--- config.mk ---
export PLATFORM = sky130hd
export DESIGN_NAME = mmio_port_responder
export DESIGN_NICKNAME = d
export VERILOG_FILES = /design/src/rtl/mmio_port_responder.sv
export SDC_FILE = /design/constraint.sdc
export NUM_CORES = 1
export LEC_CHECK = 0
export ABC_AREA = 1
export CAP_MARGIN = 10
export CORE_MARGIN = 5
export CORE_UTILIZATION = 64
export DETAILED_ROUTE_END_ITERATION = 6
export DONT_BUFFER_PORTS = 1
export PLACE_DENSITY = 0.8
export SLEW_MARGIN = 30
export SYNTH_ARGS = -nofsm -noshare
export SYNTH_HDL_FRONTEND = slang
export SYNTH_SLANG_ARGS = --single-unit
export TNS_END_PERCENT = 1
--- constraint.sdc ---
create_clock -name clock -period 1.9 [get_ports clock]
set_input_delay 0.19 -clock clock [delete_from_list [all_inputs] [get_ports clock]]
set_output_delay 0.19 -clock clock [all_outputs]
set_load 0.05 [all_outputs]
--- src/rtl/mmio_port_responder.sv ---
`default_nettype none
// ============================================================================
//  Module   : mmio_port_responder
//  Brief    : Memory-mapped I/O responder on the MEM-stage data bus. Owns two
//             debounced switch inputs, four output ports, a sticky W1C status
//             register with interrupt mask, and a compare timer. Loads return
//             data combinationally; stores commit on the rising clock edge.
//  Revision : 1.0 - initial release
// ============================================================================
module mmio_port_responder #(
  parameter int IN_WIDTH        = 6,
  parameter int DEBOUNCE_CYCLES = 4
) (
  input  logic                clock,
  input  logic                reset,
  input  logic [31:0]         addr,
  input  logic                we,
  input  logic [31:0]         wdata,
  output logic [31:0]         rdata,
  input  logic [IN_WIDTH-1:0] in_port0,
  input  logic [IN_WIDTH-1:0] in_port1,
  output logic [31:0]         out_port0,
  output logic [31:0]         out_port1,
  output logic [31:0]         out_port2,
  output logic [31:0]         out_port3,
  output logic                irq
);

  // Word offsets (addr[7:2]) of the register map.
  localparam logic [5:0] c_off_in0     = 6'h20;  // 0x80
  localparam logic [5:0] c_off_in1     = 6'h21;  // 0x84
  localparam logic [5:0] c_off_status  = 6'h22;  // 0x88
  localparam logic [5:0] c_off_mask    = 6'h23;  // 0x8C
  localparam logic [5:0] c_off_out0    = 6'h30;  // 0xC0
  localparam logic [5:0] c_off_out1    = 6'h31;  // 0xC4
  localparam logic [5:0] c_off_out2    = 6'h32;  // 0xC8
  localparam logic [5:0] c_off_out3    = 6'h33;  // 0xCC
  localparam logic [5:0] c_off_count   = 6'h34;  // 0xD0
  localparam logic [5:0] c_off_compare = 6'h35;  // 0xD4
  localparam logic [5:0] c_off_ctrl    = 6'h36;  // 0xD8

  // Stability counter sized to hold DEBOUNCE_CYCLES itself.
  localparam int                  c_cnt_w   = $clog2(DEBOUNCE_CYCLES + 1);
  localparam logic [c_cnt_w-1:0]  c_db_max  = c_cnt_w'(DEBOUNCE_CYCLES);
  localparam logic [c_cnt_w-1:0]  c_db_last = c_cnt_w'(DEBOUNCE_CYCLES - 1);
  localparam bit                  c_db_one  = (DEBOUNCE_CYCLES == 1);

  logic                r_timer_en;
  logic [31:0]         r_count;
  logic [31:0]         r_compare;
  logic [2:0]          r_status;
  logic [2:0]          r_irq_mask;
  logic [31:0]         r_out0;
  logic [31:0]         r_out1;
  logic [31:0]         r_out2;
  logic [31:0]         r_out3;

  logic [5:0]          w_off;
  logic                w_wr;
  logic                w_timer_hit;
  logic [2:0]          w_status_set;
  logic [2:0]          w_status_clr;
  logic [1:0]          w_in_chg;
  logic [IN_WIDTH-1:0] w_raw    [2];
  logic [IN_WIDTH-1:0] w_in_deb [2];
  logic                w_unused_addr_bits;

  assign w_off              = addr[7:2];
  assign w_wr               = we & addr[7];
  assign w_unused_addr_bits = ^{addr[31:8], addr[1:0]};
  assign w_raw[0]           = in_port0;
  assign w_raw[1]           = in_port1;

  // ---------------------------------------------------------------------------
  // Input conditioning: synchronizer, candidate/stability counter, debounced
  // value. The change pulse is combinational so STATUS sets on the same edge
  // as the debounced register.
  // ---------------------------------------------------------------------------
  for (genvar gi = 0; gi < 2; gi++) begin : g_port
    logic [IN_WIDTH-1:0] r_sync1;
    logic [IN_WIDTH-1:0] r_sync2;
    logic [IN_WIDTH-1:0] r_cand;
    logic [IN_WIDTH-1:0] r_deb;
    logic [c_cnt_w-1:0]  r_cnt;
    logic                w_differs;
    logic                w_upd;

    // Decide whether this edge accepts a new debounced value. With a window
    // of one sample, loading the candidate is itself the accepting sample.
    always_comb begin
      w_differs = (r_sync2 != r_cand);
      if (w_differs) begin
        w_upd = c_db_one && (r_sync2 != r_deb);
      end else begin
        w_upd = (r_cnt == c_db_last) && (r_cand != r_deb);
      end
    end

    // Synchronize, track stability of the candidate and commit accepted values.
    always_ff @(posedge clock) begin
      if (reset) begin
        r_sync1 <= '0;
        r_sync2 <= '0;
        r_cand  <= '0;
        r_cnt   <= '0;
        r_deb   <= '0;
      end else begin
        r_sync1 <= w_raw[gi];
        r_sync2 <= r_sync1;
        if (w_differs) begin
          r_cand <= r_sync2;
          r_cnt  <= c_cnt_w'(1);
        end else if (r_cnt < c_db_max) begin
          r_cnt <= r_cnt + c_cnt_w'(1);
        end
        if (w_upd) begin
          r_deb <= w_differs ? r_sync2 : r_cand;
        end
      end
    end

    assign w_in_chg[gi] = w_upd;
    assign w_in_deb[gi] = r_deb;
  end

  // Timer hit uses the COMPARE value held before this edge, so a COMPARE
  // store only affects the comparison of the following cycle.
  assign w_timer_hit  = r_timer_en && (r_count == r_compare);
  assign w_status_set = {w_timer_hit, w_in_chg};
  assign w_status_clr = (w_wr && (w_off == c_off_status)) ? wdata[2:0] : 3'b000;

  // Timer counter: CPU store wins over both increment and wrap.
  always_ff @(posedge clock) begin
    if (reset) begin
      r_count <= '0;
    end else if (w_wr && (w_off == c_off_count)) begin
      r_count <= wdata;
    end else if (r_timer_en) begin
      r_count <= w_timer_hit ? 32'd0 : (r_count + 32'd1);
    end
  end

  // Sticky status: a set in the same cycle as its W1C clear leaves the bit set.
  always_ff @(posedge clock) begin
    if (reset) begin
      r_status <= '0;
    end else begin
      r_status <= (r_status & ~w_status_clr) | w_status_set;
    end
  end

  // CPU-writable control and output registers.
  always_ff @(posedge clock) begin
    if (reset) begin
      r_irq_mask <= '0;
      r_out0     <= '0;
      r_out1     <= '0;
      r_out2     <= '0;
      r_out3     <= '0;
      r_compare  <= 32'hFFFF_FFFF;
      r_timer_en <= 1'b0;
    end else if (w_wr) begin
      case (w_off)
        c_off_mask:    r_irq_mask <= wdata[2:0];
        c_off_out0:    r_out0     <= wdata;
        c_off_out1:    r_out1     <= wdata;
        c_off_out2:    r_out2     <= wdata;
        c_off_out3:    r_out3     <= wdata;
        c_off_compare: r_compare  <= wdata;
        c_off_ctrl:    r_timer_en <= wdata[0];
        default:       ;
      endcase
    end
  end

  // Zero-wait-state load mux; anything outside the region or unmapped reads 0.
  always_comb begin
    rdata = 32'd0;
    if (addr[7]) begin
      case (w_off)
        c_off_in0:     rdata = 32'(w_in_deb[0]);
        c_off_in1:     rdata = 32'(w_in_deb[1]);
        c_off_status:  rdata = {29'd0, r_status};
        c_off_mask:    rdata = {29'd0, r_irq_mask};
        c_off_out0:    rdata = r_out0;
        c_off_out1:    rdata = r_out1;
        c_off_out2:    rdata = r_out2;
        c_off_out3:    rdata = r_out3;
        c_off_count:   rdata = r_count;
        c_off_compare: rdata = r_compare;
        c_off_ctrl:    rdata = {31'd0, r_timer_en};
        default:       rdata = 32'd0;
      endcase
    end
  end

  assign out_port0 = r_out0;
  assign out_port1 = r_out1;
  assign out_port2 = r_out2;
  assign out_port3 = r_out3;
  assign irq       = |(r_status & r_irq_mask);

endmodule
`default_nettype wire

==> results of run 1 <==
## power groups by stage
stage | sequential, mW | combinational (mW) | clock [mW]
3_3_place_gp | 5.52 | 0.530 | 0
5_1_grt | 5.41 | 0.735 | 5.35
3_5_place_dp | 5.52 | 0.542 | 0
6_report | 5.41 | 0.692 | 5.11
4_1_cts | 5.41 | 0.672 | 5.09
2_1_floorplan | 5.59 | 0.313 | 0
## final cells by class
cell class / count / area [µm²]
Antenna cell: 2 / 5.00
Tap cell: 234 / 293
Timing Repair Buffer: 252 / 2580
Clock inverter: 9 / 80.1
Multi-Input combinational cell: 1135 / 5920
Fill cell: 1156 / 3150
Clock buffer: 38 / 757
Sequential cell: 253 / 5090
Inverter: 219 / 832
## placed cells by master, fill, tap and decap left out, types with 4 or more instances in the layout
cell type / synthesis / final
nand2_1: 316 / 316
dfxtp_1: 253 / 238
a21oi_1: 214 / 213
inv_1: 211 / 198
o21ai_0: 176 / 174
buf_4: 4 / 158
nor2_1: 133 / 130
nand3_1: 60 / 57
dlygate4sd3_1: 0 / 47
buf_12: 0 / 43
o22ai_1: 33 / 32
o211ai_1: 32 / 32
nand4_1: 27 / 27
clkbuf_16: 0 / 27
xor2_1: 23 / 23
xnor2_1: 23 / 23
inv_2: 6 / 16
nor2_4: 11 / 13
a221oi_2: 0 / 13
dfxtp_2: 0 / 13
o2111ai_1: 16 / 12
nor3_1: 11 / 11
nor2_2: 7 / 8
clkbuf_1: 32 / 7
nand3_2: 3 / 6
clkinv_2: 0 / 6
nand2_2: 5 / 5
o21ai_1: 3 / 5
ha_1: 5 / 5
inv_4: 1 / 4
o2111ai_2: 0 / 4
a221oi_1: 17 / 4
clkbuf_8: 0 / 4
## metal layers
layer	up-vias	global-route usage (%)
li1	6019	-
met1	6128	46.4
met2	837	60.7
met3	157	6.74
met4	0	15.0
met5	-	0
## kinds of logic after synthesis
logic type               share of synthesized area, %
AO/OA/AOI/OAI                                    22.8
XOR/XNOR                                         3.32
adder cells (fa/ha/maj)                         0.516
buffers and inverters                            10.7
flip-flops                                       41.8
AND/OR/NAND/NOR                                  20.8
## final timing paths
path | end | slack (ps)
setup reg to reg | r_count[24]$_SDFFE_PP0P_ | 120
hold reg to reg | g_port[0].r_sync2[1]$_SDFF_PP0_ | 390
hold / removal | r_status[2]$_SDFF_PP0_ | 30
setup / recovery | rdata[30] | -20
## synthesized netlist by cell type, drive strengths merged
| cell type | number | area, µm² |
|---|---|---|
| a211oi | 2 | 15.0 |
| a21oi | 216 | 1090 |
| a221oi | 17 | 149 |
| a22oi | 1 | 7.51 |
| a31oi | 2 | 12.5 |
| and2 | 3 | 18.8 |
| and3 | 1 | 6.26 |
| buf | 56 | 322 |
| clkbuf | 38 | 150 |
| clkinv | 1 | 3.75 |
| dfxtp | 253 | 5060 |
| ha | 5 | 62.6 |
| inv | 218 | 821 |
| nand2 | 322 | 1230 |
| nand2b | 1 | 6.26 |
| nand3 | 63 | 330 |
| nand3b | 3 | 26.3 |
| nand4 | 27 | 169 |
| nor2 | 151 | 667 |
| nor3 | 11 | 55.1 |
| o2111ai | 16 | 140 |
| o211ai | 32 | 240 |
| o21ai | 179 | 896 |
| o22ai | 34 | 219 |
| or2 | 3 | 18.8 |
| xnor2 | 23 | 201 |
| xor2 | 23 | 201 |
## what timing repair did
action | CTS | global route
setup endpoints to repair | 13 | 28
buffers inserted | 1 | 0
endpoints found under the hold margin | 236 | 0
resized for setup | 24 | 38
hold buffers | 48 | 0
pin swaps | 4 | 6
## registers in the layout (all words and copies together) (netlist names)
signal          count
g_port.r_cand      12
out_port1          32
out_port2          32
r_timer_en          1
r_status            3
r_irq_mask          3
g_port.r_cnt        6
g_port.r_sync1     12
r_count            32
out_port0          32
g_port.r_sync2     12
g_port.r_deb       12
out_port3          32
r_compare          32
## stage by stage
stage	cells	power [mW]	instance area [µm²]	hold slack [ps]	TNS (ps)
finish	2142	11.2	15600	27.4	-22.5
global route	2142	11.5	15600	22.0	-246
CTS	2140	11.2	15400	16.9	-80.5
detailed placement	2044	6.07	14000	269	0
global placement	2044	6.05	14000	267	0
floorplan	1701	5.90	12100	297	0
==> flow_metrics.tcl, run 1 <==
set metrics [dict create \
    track_usage_pct 36.3 \
    areaGrowthSynthToFinish_pct 28.3 \
    synth_nets 1785 \
    fmax_mhz 521 \
    p_int_mw 8.51 \
    finalCritPeriodShare_pct 101 \
    layout.nets 1972 \
    critPathSlowestCell "dfxtp_2" \
    cp_top_family "buffers and inverters" \
    vias 13141 \
    ys_types 41 \
    synth_warnings 0 \
    min_path_type "input pin to register" \
    vdd_drop_max_uv 915 \
    setup_viol 3 \
    crit_chain "inv_2 -> nor2_1 -> a221oi_2 -> buf_4 -> nand4_1 -> buf_6" \
    ant_nets 0 \
    r2r-start "r_count[0]$_SDFFE_PP0P_" \
    cts_buffers 27 \
    maxSlewViolCount 0 \
    crit_arrival_ps 1730 \
    synth_area_um2 12100 \
    antenna_found_initial 2 \
    drc 0 \
    clk_pin_slew_ps 60 \
    cts-root-buf "clkbuf_16" \
    cp.depth 6 \
    clkPwrFrac_pct 45.6 \
    worst_slack_ps -20.5 \
    syn_avg_cell_area_um2 7.13 \
    post-route-util_pct 83.1 \
    power_density_nw_per_um2 721 \
    core-area_um2 18700 \
    die_y_um 148 \
    cp_slowest_stage_delay_ps 360 \
    die_area_um2 21800 \
    synth-seq-cells 253 \
    power.leakage_nw 6.76 \
    critPathRequiredTime_ps 1710 \
    tightest_slew_ps 568 \
    status "finished, violations left" \
    hp-start "reset" \
    dpl.hpwl_um 28100 \
    clk_latency_ps 540 \
    power_frac_seq_pct 48.2 \
    wl_per_cell_um 19.4 \
    num_rows 50 \
    portBuffers 0 \
    rsz0062_at_grt "true" \
    cp-end-kind "output port" \
    violations "setup timing" \
    reg2reg_depth 9 \
    initial_core_util_pct 64.8 \
    place_ws_ps 25.5 \
    ys_seq_area_share_pct 41.8 \
    clockBufferDepth 3 \
    cts_num_sinks 253 \
    gp_congestion 0.988 \
    cts_max_level 1 \
    netSwitchingPower_mw 2.70 \
    io_pins 240 \
    drtPass1Iterations 5 \
    path_buf_inv 3 \
    wl_met2_um 19500 \
    die_w_um 148 \
    whs_path_depth 2 \
    drt_wl_total_um 41500 \
    cts_tree "built" \
    swShare_pct 24.1 \
    startpoint_type "register" \
    finClkSkew_ps 8.01 \
    synth_cells 1701 \
    via_per_inst 6.13 \
    grt_pass1_vias 12803 \
    hold_viol 0 \
    grt_pass1_wl_um 65600 \
    crit_start "r_count[30]$_SDFFE_PP0P_" \
    grt_max_degree 74 \
    min_period_ps 1920 \
    cp_max_fo 5 \
    maxCapViolCount 0 \
    drtIter0Drc 1368 \
    overflow 0 \
    wl_met1_um 16000 \
    timing_worst_setup_path_type "register to output port" \
    slew_headroom_pct 62.0 \
    drive_gt1_share_pct 17.9 \
    dr.max_layer_used "met4" \
    combPwrFrac_pct 6.2 \
    wl_met3_um 4190 \
]
Power figures use the tool's default switching activity.
==> run 2, diff against run 1 <==
--- a/config.mk
+++ b/config.mk
@@ -8,10 +8,10 @@
 export ABC_AREA = 1
 export CAP_MARGIN = 10
 export CORE_MARGIN = 5
-export CORE_UTILIZATION = 64
+export CORE_UTILIZATION = 65
 export DETAILED_ROUTE_END_ITERATION = 6
 export DONT_BUFFER_PORTS = 1
-export PLACE_DENSITY = 0.8
+export PLACE_DENSITY = 0.81
 export SLEW_MARGIN = 30
 export SYNTH_ARGS = -nofsm -noshare
 export SYNTH_HDL_FRONTEND = slang
==> constraint.sdc (replaced) <==
create_clock -name clock -period 2.3 [get_ports clock]
set_input_delay 0.23 -clock clock [delete_from_list [all_inputs] [get_ports clock]]
set_output_delay 0.23 -clock clock [all_outputs]
set_load 0.05 [all_outputs]
==> flow_metrics.tcl, run 2 (synthesis results as in run 1) <==
set metrics [dict create \
    cts_buffers 26 \
    cp_slowest_stage_delay_ps 530 \
    cts_max_level 1 \
    track_usage_pct 35.2 \
    post_cts_buffers 0 \
    cp_max_fo 3 \
    combPwrFrac_pct 5.5 \
    setup_viol 0 \
    critPathSlowestCell "a221oi_1" \
    overflow 0 \
    finClkSkew_ps 29.1 \
    tightest_slew_ps 642 \
    power_density_nw_per_um2 629 \
    min_path_type "input pin to register" \
    clockBufferDepth 3 \
    grt_pass1_wl_um 62900 \
    clk_pin_slew_ps 60 \
    cts_num_sinks 253 \
    ant_nets 0 \
    power_frac_seq_pct 48.6 \
    gp_congestion 0.957 \
    crit_arrival_ps 2000 \
    drive_gt1_share_pct 12.2 \
    die_y_um 147 \
    tns_ps 0 \
    mostFrequentLayoutCell "nand2_1" \
    maxCapViolCount 0 \
    final_cell_mix "nand2_1 (316), dfxtp_1 (253), a21oi_1 (214), inv_1 (210), o21ai_0 (176)" \
    min_period_ps 2230 \
    rsz0062_at_grt "false" \
    core-area_um2 18500 \
    drc 0 \
    antenna_found_initial 1 \
    vias 12586 \
    dpl.hpwl_um 26600 \
    maxSlewViolCount 0 \
    finalCritPeriodShare_pct 96.8 \
    areaGrowthSynthToFinish_pct 21.4 \
    vdd_drop_max_uv 747 \
    drtPass1Iterations 6 \
    clk_latency_ps 540 \
    crit_chain "a221oi_1 -> nand4_1 -> buf_4" \
    num_rows 50 \
    drt_wl_total_um 39300 \
    fillers 1268 \
    initial_core_util_pct 65.5 \
    critPathRequiredTime_ps 2070 \
    status "finished, final reports clean" \
    die_w_um 147 \
    p_int_mw 7.16 \
    wl_per_cell_um 19.0 \
    hold_viol 0 \
    layout.nets 1903 \
    cts-root-buf "clkbuf_16" \
    die_area_um2 21500 \
    via_per_inst 6.09 \
    grt_pass1_vias 12042 \
    power.leakage_nw 6.27 \
    cp-end-kind "output port" \
    timing_worst_setup_path_type "register to output port" \
    fmax_mhz 449 \
    portBuffers 0 \
    cts_tree "built" \
    io_pins 240 \
    clkPwrFrac_pct 45.9 \
    startpoint_type "register" \
    drtIter0Drc 1388 \
    finalPower_mw 9.25 \
    slew_headroom_pct 57.2 \
    netSwitchingPower_mw 2.09 \
    swShare_pct 22.6 \
    grt_max_degree 74 \
]
## run 2: changes by cell type in the layout (fill, tap and decap cells not counted), sizes merged
cell,change
dlygate4sd3,-4
bufinv,+2
diode,-1
buf,-64
clkinvlp,+1
clkinv,-3
clkbuf,-4
inv,-2
## run 2: path summary, 6_finish.rpt
check	startpoint	endpoint	slack [ps]	depth (start not counted)
hold / removal	we	r_status[1]$_SDFF_PP0_	10	3
hold reg to reg	g_port[0].r_sync1[5]$_SDFF_PP0_	g_port[0].r_sync2[5]$_SDFF_PP0_	400	2
setup / recovery	out_port3[30]$_SDFFE_PP0P_	rdata[30]	70	3
setup reg to reg	r_count[31]$_SDFFE_PP0P_	r_count[21]$_SDFFE_PP0P_	330	10
## run 2: timing repair
item / CTS / global route
hold buffers: 44 / 0
endpoints found under the setup margin: 0 / 1
resized for setup: 0 / 1
endpoints found under the hold margin: 221 / 0
## run 2: per-layer routing
layer  global-route usage, %  vias to the layer above  wire length (µm)
li1                        -                     5883                 -
met2                    57.6                      723             18500
met3                    7.70                      130              4100
met4                    13.6                        0              1540
met5                       0                        -                 0
met1                    45.7                     5850             15100
## run 2: cell type report
class                      instances  area, µm²  area share, %
inverter                         219        827           5.62
clock inverter                     7        124          0.842
sequential                       253       5060           34.4
antenna                            1       2.50         0.0170
tap                              234        293           1.99
multi-input combinational       1135       5780           39.3
timing repair buffer             184       1900           12.9
clock buffer                      34        731           4.97
## run 2: metrics by stage
stage | area, µm² | cells | worst slack, ps | utilization (%) | hold slack, ps
2_1_floorplan | 12100 | 1701 | 351 | - | 337
3_3_place_gp | 13400 | 1981 | 323 | 72.3 | 306
3_5_place_dp | 13400 | 1981 | 300 | 72.3 | 310
4_1_cts | 14700 | 2066 | 50.5 | 79.4 | 5.27
5_1_grt | 14700 | 2067 | 42.8 | 79.5 | 30.5
6_report | 14700 | 2067 | 73.5 | 79.5 | 12.8
## run 2: power by group through the flow
stage                     Sequential, mW  Combinational, mW  Clock, mW
after floorplan                     4.62              0.258          0
after global placement              4.59              0.390          0
after detailed placement            4.59              0.399          0
after CTS                           4.50              0.496       4.27
after global routing                4.50              0.546       4.47
final                               4.50              0.506       4.25
## run 2: critical path, delay by kind of cell, from the launching register on
kind	cells	cell delay, ps
compound gates	1	530
flops	1	510
buf+inv	1	240
simple gates	1	180
